`config.mk`:
```
export PLATFORM = sky130hd
export DESIGN_NAME = input_port_buffer
export DESIGN_NICKNAME = d
export VERILOG_FILES = /design/src/rtl/input_port_buffer.sv
export SDC_FILE = /design/constraint.sdc
export NUM_CORES = 1
export LEC_CHECK = 0
export ABC_AREA = 0
export CORE_MARGIN = 3
export CORE_UTILIZATION = 25
export CTS_CLUSTER_DIAMETER = 60
export DETAILED_ROUTE_END_ITERATION = 8
export GPL_ROUTABILITY_DRIVEN = 0
export PLACE_DENSITY = 0.49
export SLEW_MARGIN = 10
export SYNTH_ARGS = -nofsm -noshare
export SYNTH_HDL_FRONTEND = slang
export SYNTH_SLANG_ARGS = --single-unit
```
`constraint.sdc`:
```
create_clock -name clk -period 7.9 [get_ports clk]
set_clock_uncertainty 0.1 [all_clocks]
set_input_delay 1.58 -clock clk [delete_from_list [all_inputs] [get_ports clk]]
set_output_delay 1.58 -clock clk [all_outputs]
set_load 0.01 [all_outputs]
```
`src/rtl/input_port_buffer.sv`:
```
// input_port_buffer: per-VC input FIFOs with write-side packet FSM and credit return.
// Define INPUT_BUFFER_CHECK_EN to compile in the sticky protocol-error detector.
package input_port_buffer_pkg;
    typedef enum logic [1:0] {HEAD = 2'd0, BODY = 2'd1, TAIL = 2'd2, HEADTAIL = 2'd3} flit_label_t;
    typedef struct packed {
        flit_label_t flit_label;
        logic [3:0]  vc_id;
        logic [15:0] payload;
    } flit_t;
endpackage

module input_port_buffer
    import input_port_buffer_pkg::*;
#(
    parameter int VC_NUM      = 2,
    parameter int BUFFER_SIZE = 8
) (
    input  logic              clk,
    input  logic              rst,
    input  flit_t             data_i,
    input  logic              valid_i,
    input  logic [VC_NUM-1:0] read_i,
    output flit_t             flit_o [VC_NUM],
    output logic [VC_NUM-1:0] valid_o,
    output logic [VC_NUM-1:0] is_head_o,
    output logic [VC_NUM-1:0] credit_o,
    output logic [VC_NUM-1:0] packet_open_o,
    output logic              error_o
);
    localparam int PW = $clog2(BUFFER_SIZE);
    localparam int CW = PW + 1;

    typedef enum logic {IDLE, OPEN} state_t;

    state_t          state_q  [VC_NUM];
    state_t          state_d  [VC_NUM];
    logic [PW-1:0]   rd_ptr_q [VC_NUM];
    logic [PW-1:0]   rd_ptr_d [VC_NUM];
    logic [PW-1:0]   wr_ptr_q [VC_NUM];
    logic [PW-1:0]   wr_ptr_d [VC_NUM];
    logic [CW-1:0]   count_q  [VC_NUM];
    logic [CW-1:0]   count_d  [VC_NUM];
    flit_t           mem_q    [VC_NUM][BUFFER_SIZE];
    logic [VC_NUM-1:0] hit, full, pop, push, credit_q;

    for (genvar g = 0; g < VC_NUM; g++) begin : g_vc
        assign valid_o[g]       = count_q[g] != '0;
        assign flit_o[g]        = mem_q[g][rd_ptr_q[g]];
        assign is_head_o[g]     = valid_o[g] && (flit_o[g].flit_label == HEAD || flit_o[g].flit_label == HEADTAIL);
        assign packet_open_o[g] = state_q[g] == OPEN;
    end

    assign credit_o = credit_q;

    // A full FIFO still accepts when its head leaves in the same cycle.
    always_comb begin
        for (int v = 0; v < VC_NUM; v++) begin
            hit[v]      = valid_i && (32'(data_i.vc_id) == v);
            full[v]     = count_q[v] == CW'(BUFFER_SIZE);
            pop[v]      = read_i[v] && valid_o[v];
            push[v]     = hit[v] && (!full[v] || pop[v]);
            rd_ptr_d[v] = pop[v] ? rd_ptr_q[v] + PW'(1) : rd_ptr_q[v];
            wr_ptr_d[v] = push[v] ? wr_ptr_q[v] + PW'(1) : wr_ptr_q[v];
            count_d[v]  = count_q[v] + CW'(push[v]) - CW'(pop[v]);
            state_d[v]  = state_q[v];
            if (push[v])
                state_d[v] = (state_q[v] == IDLE) ? ((data_i.flit_label == HEAD) ? OPEN : IDLE)
                                                  : ((data_i.flit_label == TAIL) ? IDLE : OPEN);
        end
    end

    always_ff @(posedge clk) begin
        if (rst) begin
            for (int v = 0; v < VC_NUM; v++) begin
                rd_ptr_q[v] <= '0;
                wr_ptr_q[v] <= '0;
                count_q[v]  <= '0;
                state_q[v]  <= IDLE;
            end
            credit_q <= '0;
        end else begin
            for (int v = 0; v < VC_NUM; v++) begin
                rd_ptr_q[v] <= rd_ptr_d[v];
                wr_ptr_q[v] <= wr_ptr_d[v];
                count_q[v]  <= count_d[v];
                state_q[v]  <= state_d[v];
            end
            credit_q <= pop;
        end
    end

    always_ff @(posedge clk) begin
        for (int v = 0; v < VC_NUM; v++)
            if (push[v]) mem_q[v][wr_ptr_q[v]] <= data_i;
    end

`ifdef INPUT_BUFFER_CHECK_EN
    logic head_lbl, error_d, error_q;

    assign head_lbl = data_i.flit_label == HEAD || data_i.flit_label == HEADTAIL;

    always_comb begin
        error_d = error_q || (valid_i && (32'(data_i.vc_id) >= VC_NUM));
        for (int v = 0; v < VC_NUM; v++)
            if (hit[v])
                error_d = error_d || (state_q[v] == OPEN && head_lbl) ||
                          (state_q[v] == IDLE && !head_lbl) || (full[v] && !pop[v]);
    end

    always_ff @(posedge clk) begin
        if (rst) error_q <= 1'b0;
        else     error_q <= error_d;
    end

    assign error_o = error_q;
`else
    assign error_o = 1'b0;
`endif
endmodule

```
# ---- Yosys cells after proc, flatten, opt, wreduce, memory -nomap -nowiden
# Memories as Yosys holds them, arrays and structs flattened.
# Cells that the tools add are included.
dict set report classes {
  addsub 8
  n_lt_le_gt_ge 6
  eq_ne 6
  muxes 38
  bitwise_logic 12
  n_reduce_logical 23
}
# operator count
set op_table {}
lappend op_table {{176-bit two-way mux} 4}
lappend op_table {{176-bit OR reduction} 1}
lappend op_table {{22-bit binary-select mux with 3-bit select} 2}
lappend op_table {{22-bit demux with 3-bit select} 2}
lappend op_table {{22-bit two-way mux} 6}
lappend op_table {{3-bit two-way mux} 8}
lappend op_table {{4-bit greater-or-equal comparator (second input constant)} 4}
lappend op_table {{3-bit inverter with 4-bit output} 4}
lappend op_table {{1-bit two-way mux} 14}
lappend op_table {{3-bit by 1-bit adder with 3-bit output (second input constant)} 4}
lappend op_table {{1-bit logical AND} 10}
lappend op_table {{4-bit by 1-bit adder with 4-bit output} 2}
lappend op_table {{4-bit == test (second input constant)} 2}
lappend op_table {{4-bit by 1-bit < comparator with 1-bit output (second input constant)} 2}
lappend op_table {{4-bit two-way mux} 2}
lappend op_table {{1-bit OR} 8}
lappend op_table {{4-bit nonzero test} 2}
lappend op_table {{4-bit by 1-bit subtractor with 4-bit output} 2}
lappend op_table {{2-bit == test (second input constant)} 3}
lappend op_table {{2-bit logical NOT} 3}
lappend op_table {{4-bit by 1-bit == test with 1-bit output (second input constant)} 1}
lappend op_table {{4-bit logical NOT} 1}
lappend op_table {{1-bit logical OR} 4}
lappend op_table {{1-bit logical NOT} 2}
dict set report word_totals {
  regBits 2
  mem_bits_rw 374
  in_bits 27
  output_inout_bits 53
  wordCells 99
  memories 5
}
# memory words width rd rd_ports_with_merged_regs write_ports line_no
set mem_list {}
lappend mem_list {mem_q 2 176 2 0 1 43} ;# flit_t mem_q [VC_NUM][BUFFER_SIZE];
lappend mem_list {count_q 2 4 2 0 2 41} ;# logic [CW-1:0] count_q [VC_NUM];
lappend mem_list {rd_ptr_q 2 3 2 0 2 37} ;# logic [PW-1:0] rd_ptr_q [VC_NUM];
lappend mem_list {wr_ptr_q 2 3 2 0 2 39} ;# logic [PW-1:0] wr_ptr_q [VC_NUM];
lappend mem_list {state_q 2 1 2 0 2 35} ;# state_t state_q [VC_NUM];

# ---- Depth between registers and ports, before layout
# Gate-level depths: netlist (run 1).
# An unclocked memory read counts as a cell.
dict set report depth {
  ltp_word 9
  mapped_depth 13
  ltp_nobuf 12
}

# ---- Worst setup path after synthesis (run 1)
# No wires, ideal clock.
dict set report synth_path {
  kind {input port to flip-flop}
  startpoint {input port data_i[17] (netlist name)}
  endpoint {memory mem_q[0][110] (netlist name) (enable)}
  setup_ps 465
  t_arrival_ps 4949
  required_ps 7335
  setup_slack_ps 2387
  stages 3
  path_buffers 0
  cell_sequence {or4b_1 -> a311o_1 -> nor4b_1}
}
dict set report synth_via {
  elab_chain_len 7
  elab_cells_between_ends 13
  cone_classes {eq/ne (1); mux (6); reduce/logical (6)}
}
# element line_no
set synth_rtl {}
lappend synth_rtl {{from (decl)} 20} ;# input flit_t data_i,
lappend synth_rtl {{4-bit by 1-bit == test with 1-bit output} 58} ;# hit[v] = valid_i && (32'(data_i.vc_id) == v);
lappend synth_rtl {{1-bit logical AND} 58}
lappend synth_rtl {{1-bit logical AND} 61} ;# push[v] = hit[v] && (!full[v] || pop[v]);
lappend synth_rtl {{1-bit two-way mux} 94} ;# if (push[v]) mem_q[v][wr_ptr_q[v]] <= data_i;
lappend synth_rtl {{176-bit two-way mux (not written as such)} 94}
lappend synth_rtl {{176-bit OR reduction (no source line)} -}
lappend synth_rtl {{1-bit two-way mux (no source line) / 176-bit two-way mux (equally long branches)} -}
lappend synth_rtl {{to (decl)} 43}
# Several ways; a longest one is shown, not always the timed one.

==> results_tabular.tex, run 1 <==
\begin{tabular}{lr}
\hline
Metric & Value \\
\hline
\multicolumn{2}{l}{\textbf{Pwr}} \\
Static leakage & $\sim$5.5 nW \\
Worst vdd ir & 0.000139 V \\
Power per cell area & 304 nW/um\^{}2 \\
\multicolumn{2}{l}{\textbf{Floorplanning}} \\
Width of the die & 247 microns \\
Initial Utilization & 0.255 \\
Standard-cell rows & 87 \\
Height of the die & between 200 and 250 microns \\
Core ar. & around 57000 sq um \\
Die area & between 60000 and 70000 sq um \\
Ports placed on the boundary & 80 \\
\multicolumn{2}{l}{\textbf{Yosys}} \\
Area share of the largest cell type after synthesis & 0.728 \\
Synth Cell Area & 14500 sq um \\
Number of distinct library cells after synthesis & 32 \\
Post-Syn Nets & around 710 \\
Post-Synthesis Cells & $\sim$670 \\
Share of the yosys chip area belonging to registers & 0.761 \\
Dominant register cell in the synthesized netlist & sky130\_fd\_sc\_hd\_\_edfxtp\_1 \\
Number of enable flip-flop cells after synthesis & 352 \\
Average cell area after synthesis & approximately 22 sq um \\
Async set or reset register ratio after synthesis & 0 \\
Number of warning messages in the yosys log & 0 \\
Most area-hungry cell type in the Yosys netlist & sky130\_fd\_sc\_hd\_\_edfxtp\_1 \\
Cell types occupying the most area after synthesis & sky130\_fd\_sc\_hd\_\_edfxtp\_1, sky130\_fd\_sc\_hd\_\_mux4\_2, sky130\_fd\_sc\_hd\_\_mux2\_2 \\
Number of synthesized register bits & around 380 \\
\multicolumn{2}{l}{\textbf{Timing}} \\
Count of final hold-check violations & 0 \\
Least-Margin Pin Slew & 1.07 ns \\
Post-layout minimum cycle time & 5.23 ns \\
Setup-failing EPs final & 0 \\
Final number of max-transition violations & 0 \\
Total Negative Setup Slacks & 0 ns \\
Setup repair after global routing missed its margin & no \\
Final worst hold slack & 0.436 ns \\
Upper clock frequency limit & $\sim$190 MHz \\
Normalized max-slew margin & 0.280 \\
Share of the clock period used by the worst path after layout & 0.662 \\
\multicolumn{2}{l}{\textbf{Critical path}} \\
Endpoint class of the critical path & output port \\
Required time at the endpoint of the critical path & 6.22 ns \\
Arr. time, crit path & roughly 3.6 ns \\
Type of the worst setup path & flip-flop to output port \\
Delay of the slowest cell on the worst path & 0.79 ns \\
Largest driver fanout on the critical path & 24 \\
Worst-path cell chain & buf\_4, mux4\_2, mux2\_2, xnor2\_1, and2\_1, clkdlybuf4s50\_1 \\
Crit path launch type & flip-flop \\
CP max-delay cell & sky130\_fd\_sc\_hd\_\_dfxtp\_2 \\
\multicolumn{2}{l}{\textbf{Routing}} \\
Routed len/inst & roughly 20 microns \\
DRC violation count after routing & 0 \\
First-pass DRT Iterations & 5 \\
Vias post-DR & around 6700 \\
Vias per inst & 4.24 \\
First-iteration detailed-routing DRC count & 400 \\
Post-route ant nets & 0 \\
Final wirelength & 31800 microns \\
\multicolumn{2}{l}{\textbf{Placement}} \\
HPWL Detailed & 18600 microns \\
Total of buffers placed on input and output ports & 78 \\
\multicolumn{2}{l}{\textbf{Final layout}} \\
Number of filler instances in the final layout & 5466 \\
Commonest non-fill, non-tap cells in the layout & sky130\_fd\_sc\_hd\_\_edfxtp\_1, sky130\_fd\_sc\_hd\_\_mux4\_2, sky130\_fd\_sc\_hd\_\_clkdlybuf4s50\_1, sky130\_fd\_sc\_hd\_\_mux2\_2, sky130\_fd\_sc\_hd\_\_clkbuf\_16 \\
Fraction of layout cells with a size suffix above 1 & 0.288 \\
Leading cell type in the layout, fill and taps excluded & sky130\_fd\_sc\_hd\_\_edfxtp\_1 \\
Number of antenna diodes & 0 \\
Area growth from synthesis to layout & 22.3\% \\
Number of nets in the finished design & 827 \\
\multicolumn{2}{l}{\textbf{Clock tree}} \\
Master cell of the clock root buffer & sky130\_fd\_sc\_hd\_\_clkbuf\_16 \\
Post-CTS repair timing setup buffer count & 0 \\
Clock Latency Late Sink & 0.53 ns \\
Clock tree from TritonCTS & built \\
Number of H-tree levels & 2 \\
Clock buffers created by TritonCTS & 43 \\
Clock-pin slew on the worst setup and hold paths & 0.06 ns \\
Count of hold buffers inserted by post-cts repair & 0 \\
Number of clock sinks seen by CTS & 376 \\
PostCTS Resize Cnt & 0 \\
Maximum clock insertion buffer count & 3 \\
\multicolumn{2}{l}{\textbf{Hold path}} \\
HP Class & flip-flop to flip-flop \\
\multicolumn{2}{l}{\textbf{Global routing}} \\
Total grt overflow & 0 \\
Vias in the first global route & 7183 \\
Overall global routing resource usage & 0.107 \\
Largest net degree at the start of global routing & between 40 and 50 \\
Antenna violations before repair & 0 \\
Global-route wire length before repair & 48100 microns \\
\multicolumn{2}{l}{\textbf{Run status}} \\
Run status & completed \\
\multicolumn{2}{l}{\textbf{Flow run}} \\
Number of max-cap violations & 0 \\
\hline
\end{tabular}
-- worst max-delay path: cells and delay by family (launching register included) --
family | cells | cell delay [ns]
multiplexers | 2 | 0.66
XOR/XNOR | 1 | 0.34
buffers and inverters | 2 | 1.01
flip-flops | 1 | 0.79
AND/OR/NAND/NOR | 1 | 0.19
-- through the flow --
stage          std cells  total power [mW]  area (sq um)   util  setup slack, ns
2_1_floorplan        669              3.04         14500      -             2.39
3_3_place_gp        1493              3.51         16400  0.287             2.75
3_5_place_dp        1493              3.51         16400  0.287             2.57
4_1_cts             1569              5.50         17700  0.312             2.56
5_1_grt             1569              5.67         17700  0.312             2.36
6_report            1569              5.39         17700  0.312             2.67
-- area by class of cell --
type | instances | area [sq um] | share of cell area
clock buffers | 54 | 1120 | 0.0629
clock inverters | 22 | 275 | 0.0155
inverters | 22 | 82.6 | 0.00465
multi-input cells | 240 | 3330 | 0.188
flip-flops and latches | 376 | 11100 | 0.623
well taps | 756 | 946 | 0.0533
repair buffers | 99 | 938 | 0.0529
-- flip-flops by register name (all words and copies together) (netlist names), named ones only --
name and count:
mem_q 352, credit_o 2, count_q 8, rd_ptr_q 6, wr_ptr_q 6
-- power breakdown --
group	switching [mW]	total (mW)	internal (mW)
registers	0.168	2.38	2.21
clock network	0.766	1.97	1.20
logic	0.402	1.04	0.637
total	1.34	5.39	4.05
-- cells in the mapped netlist, drive strengths merged, types with 4 or more instances --
cell type,n
a21oi,10
buf,11
clkbuf,20
dfxtp,24
edfxtp,352
ha,16
inv,22
mux2,44
mux4,88
nand2,12
nand3,4
nor2,18
nor3,4
nor3b,4
nor4b,4
xnor2,6
xor2,6
-- final timing paths --
kind,depth (start not counted),startpoint,slack [ns],end
setup / recovery,6,rd_ptr_q[0][1],2.67,is_head_o[0]
hold / removal,2,flip-flop,0.44,flip-flop
setup reg to reg,6,count_q[0][6],4.95,mem_q[0][279]
hold reg to reg,2,flip-flop,0.44,flip-flop
-- cells by family after synthesis --
kind of cell,count (synthesis),synth area share
xor gates and xnor gates,12,0.00724
DFF,376,0.761
buffers and inverters,53,0.0148
muxes,132,0.171
other,1,0.000258
AOI/OAI and AO/OA,18,0.00776
adders and majority gates,18,0.0166
and+or+nand+nor,59,0.0212
-- routing by layer --
layer	track usage	routed length [microns]	up-vias	part of all wire
li1	-	-	2960	-
met2	0.174	15300	121	0.48
met1	0.147	14700	3535	0.46
met3	0.0196	1340	39	0.042
met4	0.0268	541	0	0.017
met5	0	0	-	0
Note: power is estimated with default switching activity, not from simulation.
==> inputs of run 2 (changes only) <==
- clock period: 7.9 -> 4.9 ns (I/O delays scaled with it)
==> run 2 against run 1 <==
  * Critical path depth decreased by 2
  * Utilization barely moved
  * Largest power group unchanged
  * Combinational power is 80% higher
  * Wire length decreased by 0.42%
  * Sequential share of layout area about the same
  * Critical path type unchanged
  * Highest routed layer unchanged
  * Cell count up 0.45%
  * Critical endpoint is now flit_o[5]
  * Setup slack worse by 2.0 ns
==> results_tabular.tex, run 2 (synthesis results as in run 1) <==
\begin{tabular}{lr}
\hline
Metric & Value \\
\hline
\multicolumn{2}{l}{\textbf{Run status}} \\
Run status & completed \\
\multicolumn{2}{l}{\textbf{Global routing}} \\
Antenna violations before repair & 0 (unchanged) \\
Vias in the first global route & 7173 (-0.14\%) \\
Overall global routing resource usage & 0.107 (about the same) \\
Global-route wire length before repair & 48100 microns (about the same) \\
Largest net degree at the start of global routing & 42 (-11\%) \\
Total grt overflow & 0 (unchanged) \\
\multicolumn{2}{l}{\textbf{Final layout}} \\
Commonest non-fill, non-tap cells in the layout & sky130\_fd\_sc\_hd\_\_edfxtp\_1, sky130\_fd\_sc\_hd\_\_mux4\_2, sky130\_fd\_sc\_hd\_\_clkdlybuf4s50\_1, sky130\_fd\_sc\_hd\_\_mux2\_2, sky130\_fd\_sc\_hd\_\_clkbuf\_16 \\
Fraction of layout cells with a size suffix above 1 & 0.295 (+0.00766) \\
End-of-flow core utilization & 0.312 (about the same) \\
Leading cell type in the layout, fill and taps excluded & sky130\_fd\_sc\_hd\_\_edfxtp\_1 \\
Number of nets in the finished design & 835 (+0.97\%) \\
Largest register FFs & 352 (unchanged) \\
Post-route cell area & 17800 sq um (about the same) \\
Area growth from synthesis to layout & 22.3\% (about the same) \\
\multicolumn{2}{l}{\textbf{Pwr}} \\
Static leakage & 5.47 nW (+0.11\%) \\
Combinational cell fraction of total power & 0.220 (+0.027) \\
Switching power & 2.12 mW (+59\%) \\
Power per cell area & 478 nW/um\^{}2 (+58\%) \\
Worst vdd ir & 0.000200 V (+44\%) \\
Clk pwr share & 0.348 (-0.017) \\
Switching part of the total & 0.250 (+0.00180) \\
Internal power & 6.37 mW (+57\%) \\
Sequential Power Share & 0.432 (-0.010) \\
\multicolumn{2}{l}{\textbf{Floorplanning}} \\
Initial Utilization & 0.255 (unchanged) \\
Ports placed on the boundary & 80 (unchanged) \\
Core ar. & 56900 sq um (unchanged) \\
Height of the die & 247 microns (unchanged) \\
Die area & 61000 sq um (unchanged) \\
Width of the die & 247 microns (unchanged) \\
Standard-cell rows & 87 (unchanged) \\
\multicolumn{2}{l}{\textbf{Clock tree}} \\
Clock Latency Late Sink & 0.54 ns (about the same) \\
Post-CTS repair timing setup buffer count & 0 (unchanged) \\
Number of H-tree levels & 2 (unchanged) \\
Clock tree from TritonCTS & built \\
Master cell of the clock root buffer & sky130\_fd\_sc\_hd\_\_clkbuf\_16 \\
PostCTS Resize Cnt & 0 (unchanged) \\
Clock buffers created by TritonCTS & 42 (-2.3\%) \\
Count of hold buffers inserted by post-cts repair & 0 (unchanged) \\
Maximum clock insertion buffer count & 3 (unchanged) \\
Number of clock sinks seen by CTS & 376 (unchanged) \\
Clock-pin slew on the worst setup and hold paths & 0.06 ns (about the same) \\
\multicolumn{2}{l}{\textbf{Routing}} \\
DRC violation count after routing & 0 (unchanged) \\
Final wirelength & 31700 microns (-0.42\%) \\
Post-route ant nets & 0 (unchanged) \\
Vias per inst & 4.18 (-1.4\%) \\
Vias post-DR & 6588 (-1.0\%) \\
First-pass DRT Iterations & 4 (-1) \\
Routed len/inst & 20.1 microns (-0.87\%) \\
First-iteration detailed-routing DRC count & 412 (+3.0\%) \\
\multicolumn{2}{l}{\textbf{Timing}} \\
Share of the clock period used by the worst path after layout & 0.855 \\
Normalized max-slew margin & 0.358 (+0.0784) \\
Setup-failing EPs final & 0 (unchanged) \\
Final number of max-transition violations & 0 (unchanged) \\
Upper clock frequency limit & 239 MHz \\
Least-Margin Pin Slew & 0.960 ns (-0.115 ns) \\
Setup repair after global routing missed its margin & no \\
Post-layout minimum cycle time & 4.19 ns \\
Count of final hold-check violations & 0 (unchanged) \\
\multicolumn{2}{l}{\textbf{Critical path}} \\
Crit path launch type & flip-flop \\
Largest driver fanout on the critical path & 41 (+71\%) \\
Number of cells on the worst reg-to-reg path & 12 (+6) \\
Required time at the endpoint of the critical path & 3.82 ns (-2.40 ns) \\
Endpoint class of the critical path & output port \\
Type of the worst setup path & flip-flop to output port \\
Arr. time, crit path & 3.11 ns (-0.44 ns) \\
\multicolumn{2}{l}{\textbf{Hold path}} \\
HP Class & flip-flop to flip-flop \\
Hold Crit Depth & 2 (unchanged) \\
\multicolumn{2}{l}{\textbf{Placement}} \\
HPWL Detailed & 19300 microns (+3.8\%) \\
Instance area after placement & 16500 sq um (+0.60\%) \\
Total of buffers placed on input and output ports & 78 (unchanged) \\
\multicolumn{2}{l}{\textbf{Flow run}} \\
Number of max-cap violations & 0 (unchanged) \\
\hline
\end{tabular}
run 2: layout make-up:
type	count	area (sq um)
antenna	1	2.50
clock buffer	50	1100
clock inverter	23	195
fill	5461	39200
inverter	22	82.6
multi-input combinational	240	3350
sequential	376	11100
tap	756	946
timing repair buffer	108	1020
run 2: through the flow:
step	TNS, ns	hold WS, ns	instances	total power [mW]	worst slack (ns)
3_3_place_gp	0	0.430	1502	5.68	0.868
5_1_grt	0	0.477	1575	8.94	0.475
2_1_floorplan	-0.00719	0.417	669	4.90	-0.000163
4_1_cts	0	0.434	1575	8.66	0.581
3_5_place_dp	0	0.420	1502	5.67	0.774
6_report	0	0.432	1576	8.49	0.713
run 2: path summary, 6_finish.rpt:
path | startpoint | endpoint | slack, ns
worst max-delay path | rd_ptr_q[0][3] | flit_o[5] | 0.71
worst max register to register | count_q[0][2] | count_q[0][2] | 2.19
worst min register to register | flip-flop | flip-flop | 0.43
worst min-delay path | flip-flop | flip-flop | 0.43
run 2: power by group through the flow:
| stage | registers (mW) | logic [mW] | clock network (mW) |
|---|---|---|---|
| after detailed placement | 3.74 | 1.93 | 0 |
| final | 3.67 | 1.87 | 2.96 |
| after global placement | 3.74 | 1.94 | 0 |
| after CTS | 3.67 | 1.94 | 3.05 |
| after floorplan | 3.65 | 1.25 | 0 |
| after global routing | 3.68 | 2.05 | 3.20 |
run 2: critical path, cell delays in order (launching register included):
cell,delay (ns)
sky130_fd_sc_hd__dfxtp_4,0.41
sky130_fd_sc_hd__buf_4,0.67
sky130_fd_sc_hd__mux4_2,0.65
sky130_fd_sc_hd__mux2_2,0.30
sky130_fd_sc_hd__clkdlybuf4s50_1,0.48
run 2: routing by layer:
metal  share of wire  global-route usage  wire length (microns)
met5               0                   0                      0
met4           0.019              0.0316                    603
met3           0.053              0.0215                   1680
met2            0.48               0.170                  15100
met1            0.45               0.147                  14300
